[config.mk]
export PLATFORM = sky130hd
export DESIGN_NAME = fifo_display
export DESIGN_NICKNAME = d
export VERILOG_FILES = /design/src/rtl/fifo_disp_pkg.sv /design/src/rtl/fifo_display_seg7_decoder.sv /design/src/rtl/fifo_display.sv
export SDC_FILE = /design/constraint.sdc
export NUM_CORES = 1
export LEC_CHECK = 0
export ABC_AREA = 1
export CORE_MARGIN = 1
export CORE_UTILIZATION = 55
export CTS_BUF_LIST = sky130_fd_sc_hd__clkbuf_8
export CTS_CLUSTER_SIZE = 12
export DETAILED_ROUTE_END_ITERATION = 10
export PLACE_DENSITY = 0.75
export SETUP_SLACK_MARGIN = 0.5
export SLEW_MARGIN = 20
export SYNTH_ARGS = -nofsm -noshare
export SYNTH_HDL_FRONTEND = slang
export SYNTH_SLANG_ARGS = --single-unit
export TNS_END_PERCENT = 30
[constraint.sdc]
create_clock -name clk -period 2.27 [get_ports clk]
set_input_delay 0.5675 -clock clk [delete_from_list [all_inputs] [get_ports clk]]
set_output_delay 0.5675 -clock clk [all_outputs]
set_load 0.02 [all_outputs]
[src/rtl/fifo_disp_pkg.sv]
// Shared constants, glyph select type and hex glyph helper
// for the FIFO seven-segment readout.
package fifo_disp_pkg;

  localparam int NUM_DIGITS = 4;
  localparam int HIST_DEPTH = 3;

  localparam logic [6:0] SEG_BLANK = 7'b1111111;
  localparam logic [6:0] SEG_R     = 7'b0101111;
  localparam logic [6:0] SEG_F     = 7'b0001110;
  localparam logic [6:0] SEG_E     = 7'b0000110;
  localparam logic [6:0] SEG_T     = 7'b0000111;

  typedef enum logic [2:0] {
    SEL_HEX,
    SEL_R,
    SEL_F,
    SEL_E,
    SEL_T
  } glyph_sel_e;

  // Active-low {g,f,e,d,c,b,a}
  function automatic logic [6:0] hex_to_seg(input logic [3:0] v);
    logic [6:0] s;
    unique case (v)
      4'h0: s = 7'b1000000;
      4'h1: s = 7'b1111001;
      4'h2: s = 7'b0100100;
      4'h3: s = 7'b0110000;
      4'h4: s = 7'b0011001;
      4'h5: s = 7'b0010010;
      4'h6: s = 7'b0000010;
      4'h7: s = 7'b1111000;
      4'h8: s = 7'b0000000;
      4'h9: s = 7'b0010000;
      4'hA: s = 7'b0001000;
      4'hB: s = 7'b0000011;
      4'hC: s = 7'b1000110;
      4'hD: s = 7'b0100001;
      4'hE: s = 7'b0000110;
      4'hF: s = 7'b0001110;
    endcase
    return s;
  endfunction

endpackage

[src/rtl/fifo_display_seg7_decoder.sv]
// Combinational glyph selector: hex digit, status letter
// or blank.
module seg7_decoder
  import fifo_disp_pkg::*;
(
  input  logic       [3:0] val_i,
  input  logic             blank_i,
  input  glyph_sel_e       sel_i,
  output logic       [6:0] seg_o
);

  always_comb begin
    seg_o = SEG_BLANK;
    if (!blank_i) begin
      case (sel_i)
        SEL_HEX: seg_o = hex_to_seg(val_i);
        SEL_R:   seg_o = SEG_R;
        SEL_F:   seg_o = SEG_F;
        SEL_E:   seg_o = SEG_E;
        SEL_T:   seg_o = SEG_T;
        default: seg_o = SEG_BLANK;
      endcase
    end
  end

endmodule

[src/rtl/fifo_display.sv]
// Read-history and FIFO status readout on a 4-digit mux display.
// FIFO_DISP_BLINK_ERROR_EN: blink the whole display while error=1.
module fifo_display
  import fifo_disp_pkg::*;
#(
  parameter int REFRESH_BITS = 17,
  parameter int BLINK_BITS   = 26
) (
  input  logic       clk,
  input  logic       rst,
  input  logic       clr,
  input  logic       rd_valid,
  input  logic [3:0] data_out,
  input  logic       fifo_full,
  input  logic       fifo_empty,
  input  logic       fifo_threshold,
  input  logic       error,
  output logic [3:0] an,
  output logic [6:0] seg
);

  logic [REFRESH_BITS-1:0] cnt_q, cnt_d;
  logic [1:0]              idx;

  logic [3:0]            hist_q [HIST_DEPTH];
  logic [3:0]            hist_d [HIST_DEPTH];
  logic [HIST_DEPTH-1:0] valid_q, valid_d;

  logic [NUM_DIGITS-1:0] an_q, an_d;
  logic [6:0]            seg_q, seg_d;

  glyph_sel_e sel;
  logic       blank;
  logic [3:0] val;
  logic       dark;

  assign cnt_d = cnt_q + REFRESH_BITS'(1);
  assign idx   = cnt_q[REFRESH_BITS-1 -: 2];

  // Clear is applied before the capture so both can share a cycle
  always_comb begin
    hist_d  = hist_q;
    valid_d = valid_q;
    if (clr) begin
      hist_d  = '{default: '0};
      valid_d = '0;
    end
    if (rd_valid) begin
      hist_d[2] = hist_d[1];
      hist_d[1] = hist_d[0];
      hist_d[0] = data_out;
      valid_d   = {valid_d[1:0], 1'b1};
    end
  end

  always_comb begin
    sel   = SEL_HEX;
    blank = 1'b1;
    val   = 4'h0;
    unique case (idx)
      2'd0: begin
        val   = hist_q[0];
        blank = ~valid_q[0];
      end
      2'd1: begin
        val   = hist_q[1];
        blank = ~valid_q[1];
      end
      2'd2: begin
        val   = hist_q[2];
        blank = ~valid_q[2];
      end
      2'd3: begin
        blank = 1'b0;
        if (error)               sel = SEL_R;
        else if (fifo_full)      sel = SEL_F;
        else if (fifo_empty)     sel = SEL_E;
        else if (fifo_threshold) sel = SEL_T;
        else                     blank = 1'b1;
      end
    endcase
  end

  seg7_decoder u_dec (
    .val_i   (val),
    .blank_i (blank),
    .sel_i   (sel),
    .seg_o   (seg_d)
  );

`ifdef FIFO_DISP_BLINK_ERROR_EN
  logic [BLINK_BITS-1:0] blink_q;

  always_ff @(posedge clk or negedge rst) begin
    if (!rst) blink_q <= '0;
    else      blink_q <= blink_q + BLINK_BITS'(1);
  end

  assign dark = error & blink_q[BLINK_BITS-1];
`else
  assign dark = 1'b0;

  // Blink width is meaningless without the blink counter
  if (BLINK_BITS < 1) begin : g_no_blink
  end
`endif

  always_comb begin
    an_d = ~(NUM_DIGITS'(1) << idx);
    if (dark) an_d = '1;
  end

  always_ff @(posedge clk or negedge rst) begin
    if (!rst) begin
      cnt_q   <= '0;
      hist_q  <= '{default: '0};
      valid_q <= '0;
      an_q    <= '1;
      seg_q   <= SEG_BLANK;
    end else begin
      cnt_q   <= cnt_d;
      hist_q  <= hist_d;
      valid_q <= valid_d;
      an_q    <= an_d;
      seg_q   <= seg_d;
    end
  end

  assign an  = an_q;
  assign seg = seg_q;

endmodule

* Word level (Yosys, flattened, before mapping)
Memories as Yosys holds them, arrays and structs flattened. Index checks and enable logic that the tools add are counted.
Word-level totals: register bits after elaboration 43, ROM bits 112, output and inout port bits 11, word-level logic and storage cells 42, memories kept 1
Cells by class: add/sub/neg operators 1, eq/ne operators 7, shifts and indexed selects 1, muxes and demuxes 17, bitwise gates (word level) 4, reduce and logical (&&, ||, !) cells 3
Memory list:
- (name not given) | words 16, bits a word 7, read ports 1, clocked after Yosys merged registers in 0, wr ports 0, line fifo_disp_pkg.sv:25 | unique case (v)
Operators by type and width (number):
- $pmux 7 s5 | 1
- $mux 12 | 2
- $mux 3 | 7
- $add 17x1->17 const B | 1
- $pmux 4 s3 | 1
- $mux 7 | 1
- $eq 3x2->1 const B | 2
- $eq 2x2->1 const B | 2
- $mux 1 | 4
- $not 4->4 | 1
- $pmux 1 s4 | 1
- $shl 1x2->4 const A | 1
- $eq 3x1->1 const B | 1
- $eq 3x3->1 const B | 1
- $logic_not 3->1 | 1
- $not 1->1 | 3
- $eq 2x1->1 const B | 1
- $logic_not 2->1 | 1
- $reduce_bool 2->1 | 1

* Depth between registers and ports, before layout
Gate-level depths: netlist of the first run.
word-level depth 8, gate-level depth with buffers 13

* Hierarchy
A second synthesis of the first run with hierarchy kept.
Unflattened totals: cell total of the unflattened synthesis 271, area total of the unflattened synthesis 2215.9 sq um
By module, submodules not included:
- fifo_display | instances 1, cells each 203, area each 1864.3 sq um
- seg7_decoder | instances 1, cells each 68, area each 351.6 sq um

* Worst setup path before layout of the first run
Ideal clock, no wire load.
path type flip-flop to flip-flop, start register cnt_q[16], end register seg_q[3], in the netlist seg[3], library setup time 0.077 ns, data arrival time 1.491 ns, setup slack 0.702 ns, cell stages (with the launch flop) 13, clock period less this slack 1.568 ns, cells stage by stage dfrtp_1 > inv_2 > nand2_2 > nor2_2 > nor2_4 > inv_1 > ha_1 > inv_1 > nand2_1 > o21ai_0 > nand2_1 > nand3_1 > nand2_1
Between the ends: cells in the longest elaborated chain, start to end 5, elaborated cells on any way between the ends 15, those cells by class eq/ne (7); mux (5); reduce/logical (2); memory (1)
RTL lines:
- start, declared | line fifo_display.sv:22 | logic [REFRESH_BITS-1:0] cnt_q, cnt_d;
- start signal, assigned | line fifo_display.sv:121 | cnt_q <= cnt_d;
- $eq 2x2->1 (tied with other cells) | line fifo_display.sv:60 | unique case (idx)
- $pmux 4 s3 or $mux 3 (tied branches) | line fifo_display.sv:60
- $mem_v2 16x7 (tied with other cells)
- $pmux 7 s5 | line fifo_display_seg7_decoder.sv:15 | case (sel_i)
- $mux 7 * | line fifo_display_seg7_decoder.sv:14 | if (!blank_i) begin
- via seg_d[3] | line fifo_display.sv:30 | logic [6:0] seg_q, seg_d;
- end signal, assigned | line fifo_display.sv:125 | seg_q <= seg_d;
- end, declared | line fifo_display.sv:30
The timed path passes the listed nets; every way through them passes the cells marked *. A chain may end at the register's enable or synchronous reset.

* Worst setup path in the final report of the first run
start register seg_q[1], in the netlist seg[1], end output port seg[1]
RTL lines:
- end, declared | line fifo_display.sv:19 | output logic [6:0] seg
No word-level cell between the ends.

==> metrics.txt, run 1 <==
Yosys reg bits 43; Worst Skew roughly 0.0058 ns; most frequent cells in the layout nand2_1, dfrtp_1, inv_1, nand3_1, clkdlybuf4s50_1; R2R setup slack roughly 0.52 ns; setup violators final 0; Slew headroom 65.4%; Tcrit/Tclk final 86.6%; HP Class input pin to async pin; CTS tree built; clk buf depth 2; sequential share of the synthesized area roughly half; CP Max Fanout 1; cell depth of the worst flop-to-flop path 12; WP buf/inv 1; Routed Antenna Nets 0; Die Height around 65 um; drt pass-1 iters 5; CP Class register to output pin; CP delay by family, top buffers and inverters; global-route usage over all layers between 20% and 30%; final RePlAce weighted congestion around 0.9; # diodes 0; Mapped Cells 253; synthesized area about 0.0022 mm^2; Mapped Nets 272; # IOs 23; Rows 22; critical path's largest stage delay slightly below 0.6 ns; Final Max Slew Viols 0; Nets between 300 and 400; CP max stage cell clkdlybuf4s50_1; Post-synth ARST share 100%; max_cap viols 0; first-pass GRT wire length around 6900 um; final core occ a little under three quarters; Startpoint Class register; Worst-Margin Slew between 0.5 and 0.6 ns; Vias between 1,500 and 2,000; Hold Vio Cnt, Final 0; Main synth FF type dfrtp_1; Worst Path Required about 1.7 ns; die width 65.3 um; initial drt markers between 80 and 90; Die ar. between 0.004 and 0.005 mm^2; Setup TNS 0 ns; pwr dens 562 mW/mm^2; yosys warns 0; Clock Latency Late Sink 0.29 ns; Clock Tree Root clkbuf_8; clk sinks 43; initial antenna violation count 0; PortBufs 22; Yosys cell types 27; Worst-path clk slew ~0.080 ns; WL per Instance between 10 and 15 um; final critical-path required period approximately 2 ns; commonest non-fill, non-tap cell in the layout nand2_1; Worst R2R End seg[3]$_DFF_PN1_; core area roughly 0.0037 mm^2; GR Overflow Total 0; area of the multi-input gates around 0.001 mm^2; maximum vdd drop about 0.00045 V; Post-synth EDFFs 0; Area Growth Syn to Fin 20.3%; largest net degree at the start of global routing 44; CTS Buf Count 5; H-tree lvl count 2; RSZ-0062 raised after global routing yes; number of fill cells in the layout around 280; DRC errors left 0; syn avg cell area 8.72 um^2; fmax just over 500 MHz; CP Capture Type output pin; DR vias/cell 5.27; origin of the critical flop-to-flop path cnt_q[16]$_DFF_PN0_; leakage power total roughly 1.3 nW; outcome complete, no violations; worst-path cell chain clkdlybuf4s50_1; hpwl dp slightly below 3000 um; Routed WL around 4200 um; flip-flop and latch area ~0.0011 mm^2; vias in the first global route 1,636; share of cells above drive strength 1 about a fifth; Starting Density about three fifths; Arr. time, crit path 1.40 ns
-- area by class of cell --
| type | count | share of cell area [%] |
|---|---|---|
| Sequential cell | 43 | 41.1 |
| Multi-Input combinational cell | 174 | 38.2 |
| Timing Repair Buffer | 30 | 10.8 |
| Inverter | 31 | 4.48 |
| Clock buffer | 5 | 2.59 |
| Tap cell | 48 | 2.26 |
| Clock inverter | 3 | 0.566 |
-- layer usage --
layer,share of wire [%],GRT usage (%),vias up
met1,43,26.8,806
met2,49,35.3,68
met3,5.4,5.38,10
li1,-,-,875
met4,2.6,10.9,0
met5,0,0,-
-- cell families (layout without fill, tap and decap cells) --
kind of cell | count (synthesis) | after routing | share of synthesized area (%)
flip-flops | 43 | 43 | 49.4
adder cells (fa/ha/maj) | 7 | 7 | 3.97
AO/OA/AOI/OAI | 22 | 22 | 5.44
buffers and inverters | 36 | 69 | 6.46
AND/OR/NAND/NOR | 131 | 131 | 29.2
XOR/XNOR | 14 | 14 | 5.56
-- worst max path at each step --
| stage | start | end | slack [ns] | depth (start not counted) |
|---|---|---|---|---|
| 3_3_place_gp | fifo_full | seg[4]$_DFF_PN1_ | 0.39 | 8 |
| 4_1_cts | an[1]$_DFF_PN1_ | an[1] | 0.29 | 1 |
| 2_1_floorplan | cnt_q[16]$_DFF_PN0_ | seg[3]$_DFF_PN1_ | 0.70 | 12 |
| 6_report | seg[1]$_DFF_PN1_ | seg[1] | 0.30 | 1 |
| 5_1_grt | seg[4]$_DFF_PN1_ | seg[4] | 0.28 | 1 |
| 3_5_place_dp | fifo_full | seg[4]$_DFF_PN1_ | 0.33 | 8 |
-- timing repair --
item | in CTS | in global routing
hold buffers | 0 | 0
hold endpoints to repair | 0 | 0
buffers inserted | 0 | 5
pin swaps | 0 | 4
endpoints found under the setup margin | 13 | 14
resized for setup | 3 | 18
-- power breakdown --
| part | internal (mW) | total (mW) | switching [mW] | leakage (nW) |
|---|---|---|---|---|
| Combinational | 0.0907 | 0.221 | 0.130 | 0.728 |
| Clock | 0.208 | 0.452 | 0.243 | 0.0467 |
| Sequential | 0.807 | 0.820 | 0.0128 | 0.535 |
-- worst reg2reg max path, delay by kind of cell (launching register included) --
family / cells / cell delay (ns)
flops: 1 / 0.46
buf+inv: 3 / 0.28
compound gates: 1 / 0.13
simple gates: 7 / 0.58
fa+ha+maj: 1 / 0.23
-- stage by stage --
stage / hold slack, ns / cells / total power, mW / cell area (um^2) / setup WS [ns]
after floorplan: 0.272 / 253 / 0.953 / 2210 / 0.702
after detailed placement: 0.470 / 321 / 1.04 / 2480 / 0.334
after global routing: 0.368 / 334 / 1.56 / 2660 / 0.280
final: 0.316 / 334 / 1.49 / 2660 / 0.305
after CTS: 0.348 / 329 / 1.49 / 2560 / 0.289
after global placement: 0.459 / 321 / 1.04 / 2480 / 0.395
-- synth_stat cells (2+ instances only) --
cell type / count / area, um^2
a21oi_1: 3 / 15.0
clkbuf_1: 4 / 15.0
dfrtp_1: 32 / 801
dfstp_2: 11 / 289
ha_1: 7 / 87.6
inv_1: 26 / 97.6
inv_2: 4 / 15.0
nand2_1: 67 / 251
nand2_2: 2 / 12.5
nand3_1: 29 / 145
nand3_2: 4 / 40.0
nand4_1: 5 / 31.3
nor2_1: 13 / 48.8
nor2_2: 2 / 12.5
nor2_4: 4 / 45.0
o211ai_1: 2 / 15.0
o21ai_0: 15 / 75.1
o31ai_1: 2 / 15.0
xnor2_1: 4 / 35.0
xor2_1: 10 / 87.6
-- flip-flops by register name, indices dropped and copies added, names as in the netlist --
| register | cells |
|---|---|
| cnt_q | 17 |
| hist_q | 12 |
| seg | 7 |
| valid_q | 3 |
| an | 4 |
Power figures use the tool's default switching activity.
==> inputs of run 2 (changes only) <==
--- a/config.mk
+++ b/config.mk
@@ -6,6 +6,7 @@
 export NUM_CORES = 1
 export LEC_CHECK = 0
 export ABC_AREA = 1
+export CAP_MARGIN = 20
 export CORE_MARGIN = 1
 export CORE_UTILIZATION = 55
 export CTS_BUF_LIST = sky130_fd_sc_hd__clkbuf_8
@@ -17,4 +18,3 @@
 export SYNTH_ARGS = -nofsm -noshare
 export SYNTH_HDL_FRONTEND = slang
 export SYNTH_SLANG_ARGS = --single-unit
-export TNS_END_PERCENT = 30
==> run 2 against run 1 <==
Effect of this change:
- clock skew is 0.0012 ns higher
- sequential share of layout area increased by 0.29 points
- critical path type unchanged
- non-clock buffer count up 2
- first-iteration DRC count increased by 20%
- largest cell class unchanged
- global-route usage rose by 0.30 points
- fmax up 14%
- sequential power barely moved
- worst hold slack improved by 0.017 ns
- critical endpoint is now an[2]
- die area stayed put
- register-to-register slack gained 0.03 ns
- clock-buffer cell count stayed put
==> metrics.txt, run 2 (same netlist as run 1, synthesis figures left out) <==
initial drt markers ~100; GR Overflow Total 0; clk buf depth 2; PortBufs 22; Area Growth Syn to Fin 19.4%; CP delay by family, top flip-flops; H-tree lvl count 2; final RePlAce weighted congestion between 0.8 and 0.9; critical path's largest stage delay approximately 0.53 ns; Die ar. around 0.0043 mm^2; # IOs 23; CP Capture Type output pin; hpwl dp 2960 um; HP Class input pin to async pin; Rows 22; number of fill cells in the layout roughly 280; Die Height roughly 65 um; setup violators final 0; Worst-path clk slew approximately 0.080 ns; Slew headroom roughly 66%; die width about 65 um; CP Class register to output pin; Starting Density between 50% and 60%; Clock Latency Late Sink around 0.29 ns; Non-Filler Instances roughly 340; WP buf/inv 1; Worst-Margin Slew 0.513 ns; Vias ~1,700; worst-path cell chain dlygate4sd2_1; drt pass-1 iters 6; # diodes 0; vias in the first global route 1,656; Clock Tree Root clkbuf_8; most frequent cells in the layout nand2_1, dfrtp_1, nand3_1, inv_1, o21ai_0; total power roughly 1.5 mW; Largest register FFs 17; max_cap viols 0; core area 0.00374 mm^2; Tcrit/Tclk final between 70% and 80%; clk sinks 43; RSZ-0062 raised after global routing yes; share of cells above drive strength 1 a little under a fifth; pwr dens 560 mW/mm^2; Nets approximately 310; Setup TNS 0 ns; CTS tree built; Hold Vio Cnt, Final 0; CP max stage cell dfstp_2; global-route usage over all layers between 20 and 25%; final critical-path required period 1.73 ns; Arr. time, crit path between 1 and 1.5 ns; leakage power total ~1.3 nW; Final Max Slew Viols 0; DR vias/cell between 5 and 6; largest net degree at the start of global routing between 40 and 50; Routed WL ~4300 um; DRC errors left 0; CTS Buf Count 5; CP Max Fanout 1; Routed Antenna Nets 0; first-pass GRT wire length 7000 um; commonest non-fill, non-tap cell in the layout nand2_1; Worst Path Required 1.70 ns; Placed Cells incl. Taps about 320; maximum vdd drop 0.000433 V; fmax slightly below 600 MHz; initial antenna violation count 0; Worst Skew 0.00700 ns; WL per Instance 12.7 um; Startpoint Class register; outcome complete, no violations; Top reg by flops cnt_q
-- run 2: cell count changes in the layout (fill, tap and decap cells not counted), moves of 2 or more --
cell / before / now
dlymetal6s2s_1: 3 / 0
buf_4: 6 / 9
dlygate4sd2_1: 3 / 11
clkdlybuf4s50_1: 15 / 10
nand3_2: 6 / 4
nand3_1: 27 / 29
-- run 2: power by group --
group	leakage [nW]	total [mW]	internal (mW)	switching (mW)
Combinational	0.718	0.208	0.0815	0.126
Clock	0.0467	0.450	0.208	0.242
Sequential	0.535	0.819	0.807	0.0120
-- run 2: path summary, 6_finish.rpt --
check	endpoint	startpoint	slack (ns)	depth (start not counted)
hold reg to reg	cnt_q[0]$_DFF_PN0_	cnt_q[0]$_DFF_PN0_	0.49	1
hold / removal	cnt_q[11]$_DFF_PN0_	rst	0.33	2
setup reg to reg	seg[3]$_DFF_PN1_	cnt_q[16]$_DFF_PN0_	0.55	12
min in group clk	cnt_q[0]$_DFF_PN0_	cnt_q[0]$_DFF_PN0_	0.49	1
setup / recovery	an[2]	an[2]$_DFF_PN1_	0.54	1
max in group asynchronous	cnt_q[16]$_DFF_PN0_	rst	1.56	2
-- run 2: what timing repair did --
item	4_1_cts	5_1_grt
resized for setup	12	12
pin swaps	2	4
hold buffers	0	0
setup buffers	3	4
setup endpoints to repair	13	5
cloned	0	0
hold endpoints to repair	0	0
-- run 2: routing by layer --
layer | routed length [um] | GRT usage [%] | share of wire [%] | up-vias
met4 | 87 | 10.9 | 2.0 | 0
met1 | 1900 | 27.2 | 44 | 825
met5 | 0 | 0 | 0 | -
met2 | 2130 | 36.0 | 50 | 39
li1 | - | - | - | 874
met3 | 155 | 5.38 | 3.6 | 7
-- run 2: layout make-up --
| type | instances | area, um^2 | area share [%] |
|---|---|---|---|
| inverters | 31 | 119 | 4.51 |
| clock inverters | 3 | 15.0 | 0.570 |
| flip-flops and latches | 43 | 1090 | 41.4 |
| repair buffers | 32 | 280 | 10.6 |
| multi-input cells | 174 | 1000 | 38.0 |
| well taps | 48 | 60.1 | 2.28 |
| clock buffers | 5 | 68.8 | 2.61 |
-- run 2: metrics by stage --
stage / utilization [%] / hold slack, ns / instance area [um^2] / setup WS (ns)
final: 70.4 / 0.333 / 2640 / 0.540
after global routing: 70.4 / 0.367 / 2640 / 0.441
after CTS: 68.7 / 0.348 / 2570 / 0.502
after detailed placement: 66.2 / 0.470 / 2480 / 0.334
after global placement: 66.2 / 0.459 / 2480 / 0.395
after floorplan: - / 0.272 / 2210 / 0.702
